<file path="src/rtl/muldiv_iter.sv">
// muldiv_iter: iterative multiply/divide unit behind a single start/done handshake.
// Multiply is radix-2 shift-add and divide is restoring division, both on operand
// magnitudes. A one-cycle FIX state applies the sign correction afterwards.
// hi = upper product or remainder; lo = lower product or quotient.
// Optional build macro MULDIV_EARLY_OUT_EN: a multiply leaves CALC as soon as
// the remaining multiplier bits are all zero. Results are identical either way.
module muldiv_iter #(
  parameter int unsigned WIDTH = 32
) (
  input  logic             clk,
  input  logic             reset,
  input  logic             start,
  input  logic             op,
  input  logic             is_signed,
  input  logic [WIDTH-1:0] op_a,
  input  logic [WIDTH-1:0] op_b,
  output logic             busy,
  output logic             done,
  output logic [WIDTH-1:0] hi,
  output logic [WIDTH-1:0] lo,
  output logic             div_zero
);

  localparam int unsigned W2 = 2 * WIDTH;
  localparam int unsigned CW = $clog2(WIDTH);

  localparam logic [2:0] S_IDLE = 3'd0;
  localparam logic [2:0] S_CALC = 3'd1;
  localparam logic [2:0] S_FIX  = 3'd2;
  localparam logic [2:0] S_DZ   = 3'd3;
  localparam logic [2:0] S_DONE = 3'd4;

  logic [2:0]       state_q, state_d;
  logic [CW-1:0]    cnt_q, cnt_d;
  logic             op_q, op_d;
  logic             neg_lo_q, neg_lo_d;   // product sign, or quotient sign
  logic             neg_hi_q, neg_hi_d;   // product sign, or remainder sign
  logic [W2-1:0]    acc_q, acc_d;         // product accumulator; remainder in upper half
  logic [W2-1:0]    opa_q, opa_d;         // shifting multiplicand, or divisor in lower half
  logic [WIDTH-1:0] opb_q, opb_d;         // shifting multiplier, or dividend/quotient
  logic             busy_q, busy_d;
  logic             done_q, done_d;
  logic [WIDTH-1:0] hi_q, hi_d;
  logic [WIDTH-1:0] lo_q, lo_d;
  logic             dz_q, dz_d;

  // Operand magnitudes and signs captured at start
  logic             sign_a, sign_b;
  logic [WIDTH-1:0] mag_a, mag_b;
  assign sign_a = is_signed & op_a[WIDTH-1];
  assign sign_b = is_signed & op_b[WIDTH-1];
  assign mag_a  = sign_a ? -op_a : op_a;
  assign mag_b  = sign_b ? -op_b : op_b;

  // One shift-add multiply step
  logic [W2-1:0] prod_sum;
  assign prod_sum = opb_q[0] ? (acc_q + opa_q) : acc_q;

  // One restoring divide step: shift in the next dividend bit, trial-subtract
  logic [WIDTH:0]   div_sh, div_diff;
  logic             div_ge;
  logic [WIDTH-1:0] rem_nxt;
  assign div_sh   = {acc_q[W2-1:WIDTH], opb_q[WIDTH-1]};
  assign div_ge   = div_sh >= {1'b0, opa_q[WIDTH-1:0]};
  assign div_diff = div_sh - {1'b0, opa_q[WIDTH-1:0]};
  assign rem_nxt  = div_ge ? div_diff[WIDTH-1:0] : div_sh[WIDTH-1:0];

  // Sign-corrected results written in FIX
  logic [W2-1:0]    prod_fix;
  logic [WIDTH-1:0] quo_fix, rem_fix;
  assign prod_fix = neg_lo_q ? -acc_q : acc_q;
  assign quo_fix  = neg_lo_q ? -opb_q : opb_q;
  assign rem_fix  = neg_hi_q ? -acc_q[W2-1:WIDTH] : acc_q[W2-1:WIDTH];

  // Last CALC iteration
  logic calc_last;
`ifdef MULDIV_EARLY_OUT_EN
  assign calc_last = (cnt_q == CW'(WIDTH - 1)) || (!op_q && (opb_q[WIDTH-1:1] == '0));
`else
  assign calc_last = (cnt_q == CW'(WIDTH - 1));
`endif

  // Next-state, datapath and output logic
  always_comb begin
    state_d  = state_q;
    cnt_d    = cnt_q;
    op_d     = op_q;
    neg_lo_d = neg_lo_q;
    neg_hi_d = neg_hi_q;
    acc_d    = acc_q;
    opa_d    = opa_q;
    opb_d    = opb_q;
    hi_d     = hi_q;
    lo_d     = lo_q;
    dz_d     = dz_q;

    case (state_q)
      S_IDLE: begin
        if (start) begin
          op_d     = op;
          neg_lo_d = sign_a ^ sign_b;
          neg_hi_d = op ? sign_a : (sign_a ^ sign_b);
          cnt_d    = '0;
          acc_d    = '0;
          dz_d     = 1'b0;
          if (op) begin
            opa_d = {{WIDTH{1'b0}}, mag_b};
            opb_d = mag_a;
          end else begin
            opa_d = {{WIDTH{1'b0}}, mag_a};
            opb_d = mag_b;
          end
          state_d = (op && (op_b == '0)) ? S_DZ : S_CALC;
        end
      end
      S_CALC: begin
        cnt_d = cnt_q + CW'(1);
        if (!op_q) begin
          acc_d = prod_sum;
          opa_d = opa_q << 1;
          opb_d = opb_q >> 1;
        end else begin
          acc_d = {rem_nxt, acc_q[WIDTH-1:0]};
          opb_d = {opb_q[WIDTH-2:0], div_ge};
        end
        if (calc_last) state_d = S_FIX;
      end
      S_FIX: begin
        if (!op_q) begin
          hi_d = prod_fix[W2-1:WIDTH];
          lo_d = prod_fix[WIDTH-1:0];
        end else begin
          hi_d = rem_fix;
          lo_d = quo_fix;
        end
        state_d = S_DONE;
      end
      S_DZ: begin
        dz_d    = 1'b1;
        state_d = S_DONE;
      end
      S_DONE:  state_d = S_IDLE;
      default: state_d = S_IDLE;
    endcase

    busy_d = (state_d == S_CALC) || (state_d == S_FIX) || (state_d == S_DZ);
    done_d = (state_d == S_DONE);
  end

  // State and datapath registers; reset aborts any operation in flight
  always_ff @(posedge clk or negedge reset) begin
    if (!reset) begin
      state_q  <= S_IDLE;
      cnt_q    <= '0;
      op_q     <= 1'b0;
      neg_lo_q <= 1'b0;
      neg_hi_q <= 1'b0;
      acc_q    <= '0;
      opa_q    <= '0;
      opb_q    <= '0;
      busy_q   <= 1'b0;
      done_q   <= 1'b0;
      hi_q     <= '0;
      lo_q     <= '0;
      dz_q     <= 1'b0;
    end else begin
      state_q  <= state_d;
      cnt_q    <= cnt_d;
      op_q     <= op_d;
      neg_lo_q <= neg_lo_d;
      neg_hi_q <= neg_hi_d;
      acc_q    <= acc_d;
      opa_q    <= opa_d;
      opb_q    <= opb_d;
      busy_q   <= busy_d;
      done_q   <= done_d;
      hi_q     <= hi_d;
      lo_q     <= lo_d;
      dz_q     <= dz_d;
    end
  end

  assign busy     = busy_q;
  assign done     = done_q;
  assign hi       = hi_q;
  assign lo       = lo_q;
  assign div_zero = dz_q;

endmodule
</file>
<file path="config.mk">
export PLATFORM = sky130hd
export DESIGN_NAME = muldiv_iter
export DESIGN_NICKNAME = d
export VERILOG_FILES = /design/src/rtl/muldiv_iter.sv
export SDC_FILE = /design/constraint.sdc
export NUM_CORES = 1
export LEC_CHECK = 0
export ABC_AREA = 0
export CAP_MARGIN = 20
export CORE_AREA = 3 3 320 259
export DETAILED_ROUTE_END_ITERATION = 12
export DIE_AREA = 0 0 323 262
export PLACE_DENSITY_LB_ADDON = 0.08
export RECOVER_POWER = 100
export SLEW_MARGIN = 30
export SYNTH_ARGS = -nofsm -noshare
export SYNTH_HDL_FRONTEND = slang
export SYNTH_SLANG_ARGS = --single-unit
</file>
<file path="constraint.sdc">
create_clock -name clk -period 4 [get_ports clk]
set_clock_uncertainty 0.2 [all_clocks]
set_input_delay 0.6 -clock clk [delete_from_list [all_inputs] [get_ports clk]]
set_output_delay 0.6 -clock clk [all_outputs]
set_load 0.02 [all_outputs]
</file>
==> metrics.csv, run 1 <==
stage,metric,value,unit
run_status,status,finished with violations,
run_status,failing checks,"capacitance limit, slew limit",
finish,most frequent cells in the layout,"nand2_1, o21ai_0, dfrtp_1",
worst_setup_path,"Critical Path, Cell by Cell",clkdlybuf4s50_1 > or3b_2 > nor2_2 > clkbuf_1 > clkbuf_1 > o211ai_1 > o211ai_1 > o21ai_0,
worst_setup_path,crit path kind,in -> reg,
global_routing,GRT met1 Usage,32.2,%
worst_setup_path,Worst R2R Path Depth,14,
sta,RSZ-0062 raised after global routing,false,
worst_setup_path,Critical Path End Type,flop,
route,Final ANT Viol Nets,0,
worst_setup_path,reg2reg setup slack,130,ps
route,initial DRC count,1745,
sta,Finish-stage setup viols,0,
placement,routability cong.,0.908,
global_routing,pin count of the biggest net entering global routing,86,
die,starting density of the core,24.9,%
sta,slew margin rel.,-56.2,%
finish,"most common cell after layout, fill and taps aside",nand2_1,
sta,Period minus WS final,3880,ps
sta,setup TNS,0,ps
placement,Final HPWL DP,68800,µm
min_path,hold path startpoint,lo[10],
die,core area,80100,µm²
finish,register area,5960,µm²
global_routing,total gr overflow,0,
die,die width,323,µm
clock_tree,CTS root buf,clkbuf_16,
yosys,YS warnings,0,
yosys,"Cell Area, Synth",19900,µm²
clock_tree,CTS buffer count,35,
worst_setup_path,peak fanout along the critical path,21,
min_path,Hold Path Sink,lo[10],
yosys,"EDFF count, synth",0,
finish,fraction of layout instances using a drive strength above 1,9.31,%
clock_tree,H-tree levels,2,
yosys,syn nets,2684,
route,routed vias,19900,
sta,Max Clk Rate,258,MHz
sta,Final period util,97.0,%
power_and_ir_drop,Sw Share,52.0,%
yosys,ys async rst share,100,%
yosys,"Seq/Total Area, Yosys",29.9,%
power_and_ir_drop,Pleak,10.2,nW
placement,DP Worst Slack,17.3,ps
worst_setup_path,crit path buf inv count,3,
finish,final instance area,24500,µm²
route,DR vias/cell,5.30,
worst_setup_path,"Slowest-stage cell, CP",clkbuf_1,
clock_tree,latest clock arrival within the worst-skew pair,580,ps
worst_setup_path,CP arrival,4110,ps
placement,placed instance area,23300,µm²
min_path,Hold Crit Class,reg -> reg,
worst_setup_path,reg2reg start,opa_q[6],
die,Die H,262,µm
sta,Fin. Hold Viols,0,
power_and_ir_drop,Logic pwr share,66.4,%
sta,Worst Tran Pin Value,2340,ps
yosys,post-synthesis cell count,2511,
placement,# port buffers,135,
clock_tree,CTS max path bufs,3,
global_routing,vias in the first global route,19500,
global_routing,GR met3 Demand/Resource,3.23,%
clock_tree,clock slew at reported path FFs,50,ps
power_and_ir_drop,clock power share,13.7,%
global_routing,grt peak-use layer,met1,
worst_setup_path,worst endpoint required time,4230,ps
yosys,post-synthesis register bit count,238,
finish,footprint of the multi-input gates,13100,µm²
global_routing,global-route wire length before repair,130000,µm
route,drt total wl,87600,µm
sta,max-slew violations,122,
route,First-pass DRT Iterations,5,
yosys,"Avg Cell Area, Syn",7.94,µm²
power_and_ir_drop,Seq pwr share,19.9,%
global_routing,met2 Use GR,29.4,%
flow_run,MaxCap Viol Count,2,
finish,final core utilization,30.6,%
route,wire per inst,23.3,µm
die,I/O pin cnt,136,
sta,final setup margin,120,ps
global_routing,antenna violations before repair,4,
worst_setup_path,startpoint types,primary input,
clock_tree,sink count of the clock tree,238,
yosys,ys flop type,dfrtp_1,
power_and_ir_drop,net switching power,12.8,mW
die,# rows,93,
die,full die area,84600,µm²
global_routing,gr usage total,20.5,%
sta,hold_ws,271,ps
route,# DRC,0,
worst_setup_path,capturing point of the worst reg2reg path,acc_q[59],
yosys,Synth cell types,72,
finish,Nets,2853,
clock_tree,post-CTS setup buffer count,0,
power_and_ir_drop,Pint,11.8,mW
min_path,Worst Hold Depth,2,
power_and_ir_drop,Max rail drop VDD,387,µV
finish,P&R area growth vs syn,22.7,%
clock_tree,CTS tree,built,
worst_setup_path,CP max stage delay,1050,ps
worst_setup_path,Crit path max-delay family,buffers and inverters,
power_and_ir_drop,power per standard cell area,1000,nW/µm²
finish,fillers,8530,
## what timing repair did
action,4_1_cts,5_1_grt
endpoints found under the hold margin,76,0
endpoints found under the setup margin,0,7
hold buffers,1,0
gates resized for setup,0,6
## flip-flops by register name (all words and copies together), names as in the netlist
| signal | flops |
|---|---|
| state_q | 3 |
| acc_q | 64 |
| cnt_q | 5 |
| lo | 32 |
| neg_hi_q | 1 |
| busy | 1 |
| div_zero | 1 |
| hi | 32 |
| neg_lo_q | 1 |
| opa_q | 64 |
| done | 1 |
| op_q | 1 |
| opb_q | 32 |
## how the worst max path moves through the flow
| stage | start | endpoint | slack [ps] | cells past startpoint |
|---|---|---|---|---|
| after floorplan | acc_q[6] | acc_q[59] | 410 | 10 |
| after global placement | op_b[9] | opb_q[29] | -60 | 11 |
| after detailed placement | op_b[9] | opb_q[29] | 20 | 11 |
| after CTS | opa_q[6] | acc_q[59] | 30 | 14 |
| after global routing | opa_q[4] | acc_q[62] | 5 | 16 |
| final | start | opb_q[0] | 120 | 8 |
## cell usage after synthesis, types with 35 or more instances
| library cell | number | share of area [%] |
|---|---|---|
| or3_1 | 37 | 1.2 |
| nand3_1 | 67 | 1.7 |
| a21oi_1 | 224 | 5.6 |
| ha_1 | 102 | 6.4 |
| a211oi_1 | 61 | 2.3 |
| clkbuf_1 | 155 | 2.9 |
| a22o_1 | 39 | 1.7 |
| mux2i_1 | 61 | 3.1 |
| dfrtp_1 | 238 | 30 |
| xor2_1 | 89 | 3.9 |
| o21ai_0 | 253 | 6.4 |
| a21o_1 | 42 | 1.6 |
| o211ai_1 | 35 | 1.3 |
| nand2_1 | 271 | 5.1 |
| inv_1 | 69 | 1.3 |
| nor2_1 | 178 | 3.4 |
| xnor2_1 | 143 | 6.3 |
## per-layer routing
layer / part of all wire, % / up-vias
li1: - / 9533
met5: 0 / -
met2: 41 / 507
met3: 6.1 / 67
met1: 52 / 9792
met4: 1.3 / 0
## cell type report
class	count	area share, %
diodes	5	0.0511
inverters	69	1.06
multi-input cells	2035	53.6
well taps	1045	5.34
clock inverters	16	0.829
repair buffers	301	10.6
flip-flops and latches	238	24.4
clock buffers	48	4.16
## worst register-to-register path, stage by stage (launching register included)
cell and delay, ps:
dfrtp_1 420, ha_1 300, a2111oi_0 410, buf_4 190
a211oi_1 90, a31o_2 300, a311oi_2 290, buf_4 180
o32ai_1 80, buf_4 170, a311oi_1 240, buf_4 190
o21ai_1 90, nor4b_1 150, or3_1 410
## power groups by stage
stage	registers, mW	logic (mW)	clock network (mW)
2_1_floorplan	4.38	10.5	0
3_3_place_gp	4.87	16.3	0
3_5_place_dp	4.88	16.3	0
4_1_cts	4.84	16.4	3.48
5_1_grt	4.98	18.0	3.57
6_report	4.88	16.3	3.37
## kinds of logic (layout without fill, tap and decap cells)
logic type / after synthesis / count (layout) / share of synthesized area, %
flip-flops: 238 / 238 / 29.9
other: 0 / 5 / 0
multiplexers: 66 / 66 / 3.40
AO/OA/AOI/OAI: 868 / 868 / 27.2
adder cells (fa/ha/maj): 104 / 104 / 6.60
XOR/XNOR: 232 / 232 / 10.2
buffers and inverters: 238 / 434 / 4.51
AND/OR/NAND/NOR: 765 / 765 / 18.2
## through the flow
step	power [mW]	instances
2_1_floorplan	14.9	2511
3_3_place_gp	21.2	3687
3_5_place_dp	21.2	3687
4_1_cts	24.7	3752
5_1_grt	26.5	3753
6_report	24.6	3757
No activity file was read; power rests on OpenSTA's default activity.
==> inputs of run 2 (changes only) <==
CORE_AREA = 3 3 240 195   (was 3 3 320 259)
DIE_AREA = 0 0 243 198   (was 0 0 323 262)
==> run 2 against run 1 <==
  * The run still ends with capacitance limit, slew limit left
  * Final cell count down 13%
  * Largest cell class unchanged
  * Highest routed layer unchanged
  * Worst hold slack about the same
  * Routed wire length down 16%
  * Sequential power about the same
  * Flip-flop and latch count unchanged
==> metrics.csv, run 2 (synthesis gave the netlist of run 1 again) <==
stage,metric,value,unit,change
finish,final instance area,23400,µm²,"was 24,500 µm²"
sta,Period minus WS final,3860,ps,was 3880 ps
min_path,Hold Crit Class,reg -> reg,,unchanged
sta,Worst Tran Pin Value,2230,ps,was 2340 ps
finish,most frequent cells in the layout,"nand2_1, o21ai_0, dfrtp_1",,unchanged
global_routing,vias in the first global route,18800,,"was 19,500"
global_routing,antenna violations before repair,0,,was 4
clock_tree,latest clock arrival within the worst-skew pair,580,ps,about the same
sta,Finish-stage setup viols,0,,unchanged
die,I/O pin cnt,136,,unchanged
clock_tree,CTS buffer count,29,,was 35
die,starting density of the core,44.9,%,was 24.9%
clock_tree,CTS tree,built,,unchanged
finish,P&R area growth vs syn,17.1,%,was 22.7%
clock_tree,CTS root buf,clkbuf_16,,unchanged
clock_tree,clock slew at reported path FFs,60,ps,was 50 ps
placement,Final HPWL DP,56900,µm,"was 68,800 µm"
route,# DRC,0,,unchanged
finish,fin cells,3256,,"was 3,757"
power_and_ir_drop,Max rail drop VDD,468,µV,was 387 µV
die,core area,44400,µm²,"was 80,100 µm²"
finish,"most common cell after layout, fill and taps aside",nand2_1,,unchanged
worst_setup_path,peak fanout along the critical path,5,,was 21
worst_setup_path,startpoint types,flop,,was primary input
global_routing,global-route wire length before repair,113000,µm,"was 130,000 µm"
finish,Nets,2804,,"was 2,853"
worst_setup_path,Critical Path End Type,flop,,unchanged
finish,final core utilization,52.6,%,was 30.6%
clock_tree,sink count of the clock tree,238,,unchanged
sta,slew margin rel.,-48.8,%,was -56.2%
route,wire per inst,22.6,µm,was 23.3 µm
finish,Ant. Diodes,0,,was 5
sta,Fin. Hold Viols,0,,unchanged
die,die width,243,µm,was 323 µm
flow_run,MaxCap Viol Count,5,,was 2
route,Final ANT Viol Nets,0,,unchanged
die,full die area,48100,µm²,"was 84,600 µm²"
global_routing,total gr overflow,0,,unchanged
finish,fraction of layout instances using a drive strength above 1,7.95,%,was 9.31%
route,drt total wl,73600,µm,"was 87,600 µm"
power_and_ir_drop,power per standard cell area,993,nW/µm²,was 1000 nW/µm²
die,Die H,198,µm,was 262 µm
route,initial DRC count,1885,,"was 1,745"
power_and_ir_drop,total power,23.2,mW,was 24.6 mW
placement,placed cell count,3202,,"was 3,687"
finish,largest registers,"acc_q: 64 flops, opa_q: 64 flops",,unchanged
run_status,status,finished with violations,,unchanged
route,First-pass DRT Iterations,7,,was 5
placement,# port buffers,135,,unchanged
run_status,failing checks,"capacitance limit, slew limit",,unchanged
clock_tree,post-CTS setup buffer count,0,,unchanged
worst_setup_path,worst endpoint required time,4270,ps,was 4230 ps
worst_setup_path,crit path kind,reg -> reg,,was in -> reg
worst_setup_path,reg2reg setup slack,140,ps,was 130 ps
placement,routability cong.,0.962,,was 0.908
route,DR vias/cell,6.08,,was 5.30
global_routing,pin count of the biggest net entering global routing,89,,was 86
sta,Max Clk Rate,259,MHz,was 258 MHz
finish,register area,5960,µm²,about the same
power_and_ir_drop,Pleak,9.88,nW,was 10.2 nW
clock_tree,H-tree levels,1,,was 2
sta,hold_ws,271,ps,about the same
sta,Final period util,96.5,%,was 97.0%
route,routed vias,19800,,"was 19,900"
global_routing,gr usage total,30.0,%,was 20.5%
finish,fillers,4246,,"was 8,530"
die,# rows,69,,was 93
placement,placed instance area,22400,µm²,"was 23,300 µm²"
finish,footprint of the multi-input gates,13100,µm²,about the same
worst_setup_path,CP arrival,4140,ps,was 4110 ps
clock_tree,CTS max path bufs,3,,unchanged
sta,max-slew violations,265,,was 122
run 2: cell types whose count changed in the layout (fill, tap and decap cells not counted), sizes merged:
cell | before | now
buf | 144 | 108
bufinv | 4 | 3
clkbuf | 71 | 56
clkdlybuf4s50 | 64 | 63
clkinv | 8 | 7
diode | 5 | 0
dlygate4sd3 | 70 | 71
inv | 70 | 69
run 2: final cells by class:
type	instances	share of cell area [%]
clock inverter	13	0.664
timing repair buffer	258	9.66
multi-input combinational	2035	56.1
tap	603	3.23
inverter	69	1.11
sequential	238	25.5
clock buffer	40	3.67
run 2: worst paths after layout:
path / cells past startpoint / end / from
hold reg to reg: 2 / hi[29] / hi[29]
setup reg to reg: 15 / acc_q[62] / opb_q[31]
setup / recovery: 15 / acc_q[62] / opb_q[31]
max in group asynchronous: 3 / opa_q[57] / reset
hold / removal: 2 / hi[29] / hi[29]
min in group asynchronous: 2 / lo[15] / reset
run 2: stage by stage:
stage | TNS [ps] | setup slack [ps]
after floorplan | 0 | 413
after global placement | 0 | 90.2
after detailed placement | 0 | 127
after CTS | 0 | 142
after global routing | -5.40 | -5.40
final | 0 | 138
run 2: critical path: stages (launching register included):
cell and delay [ps]:
dfrtp_1 430, inv_1 170, ha_1 200, inv_1 60, fa_1 400, a21o_1 210, a311o_1 380, a21oi_1 210
nor3_2 100, o31a_1 350, o21ai_1 260, buf_4 170, o41ai_1 80, xor2_1 170, nand4_1 110, a211oi_1 250
run 2: what timing repair did:
action / in CTS / in global routing
endpoints found under the setup margin: 0 / 6
hold endpoints to repair: 43 / 0
resized for setup: 0 / 6
hold buffers: 1 / 0
run 2: layer usage:
layer	GRT usage, %	up-vias	share of wire, %
met5	0	-	0
met4	6.48	0	2.3
met3	7.34	100	10
met2	42.4	787	40
met1	45.9	9493	48
li1	-	9429	-
run 2: power by group:
group          switching (mW)  internal [mW]
Combinational            9.32           6.12
Clock                    1.17           1.68
Sequential               1.50           3.40
Total                    12.0           11.2
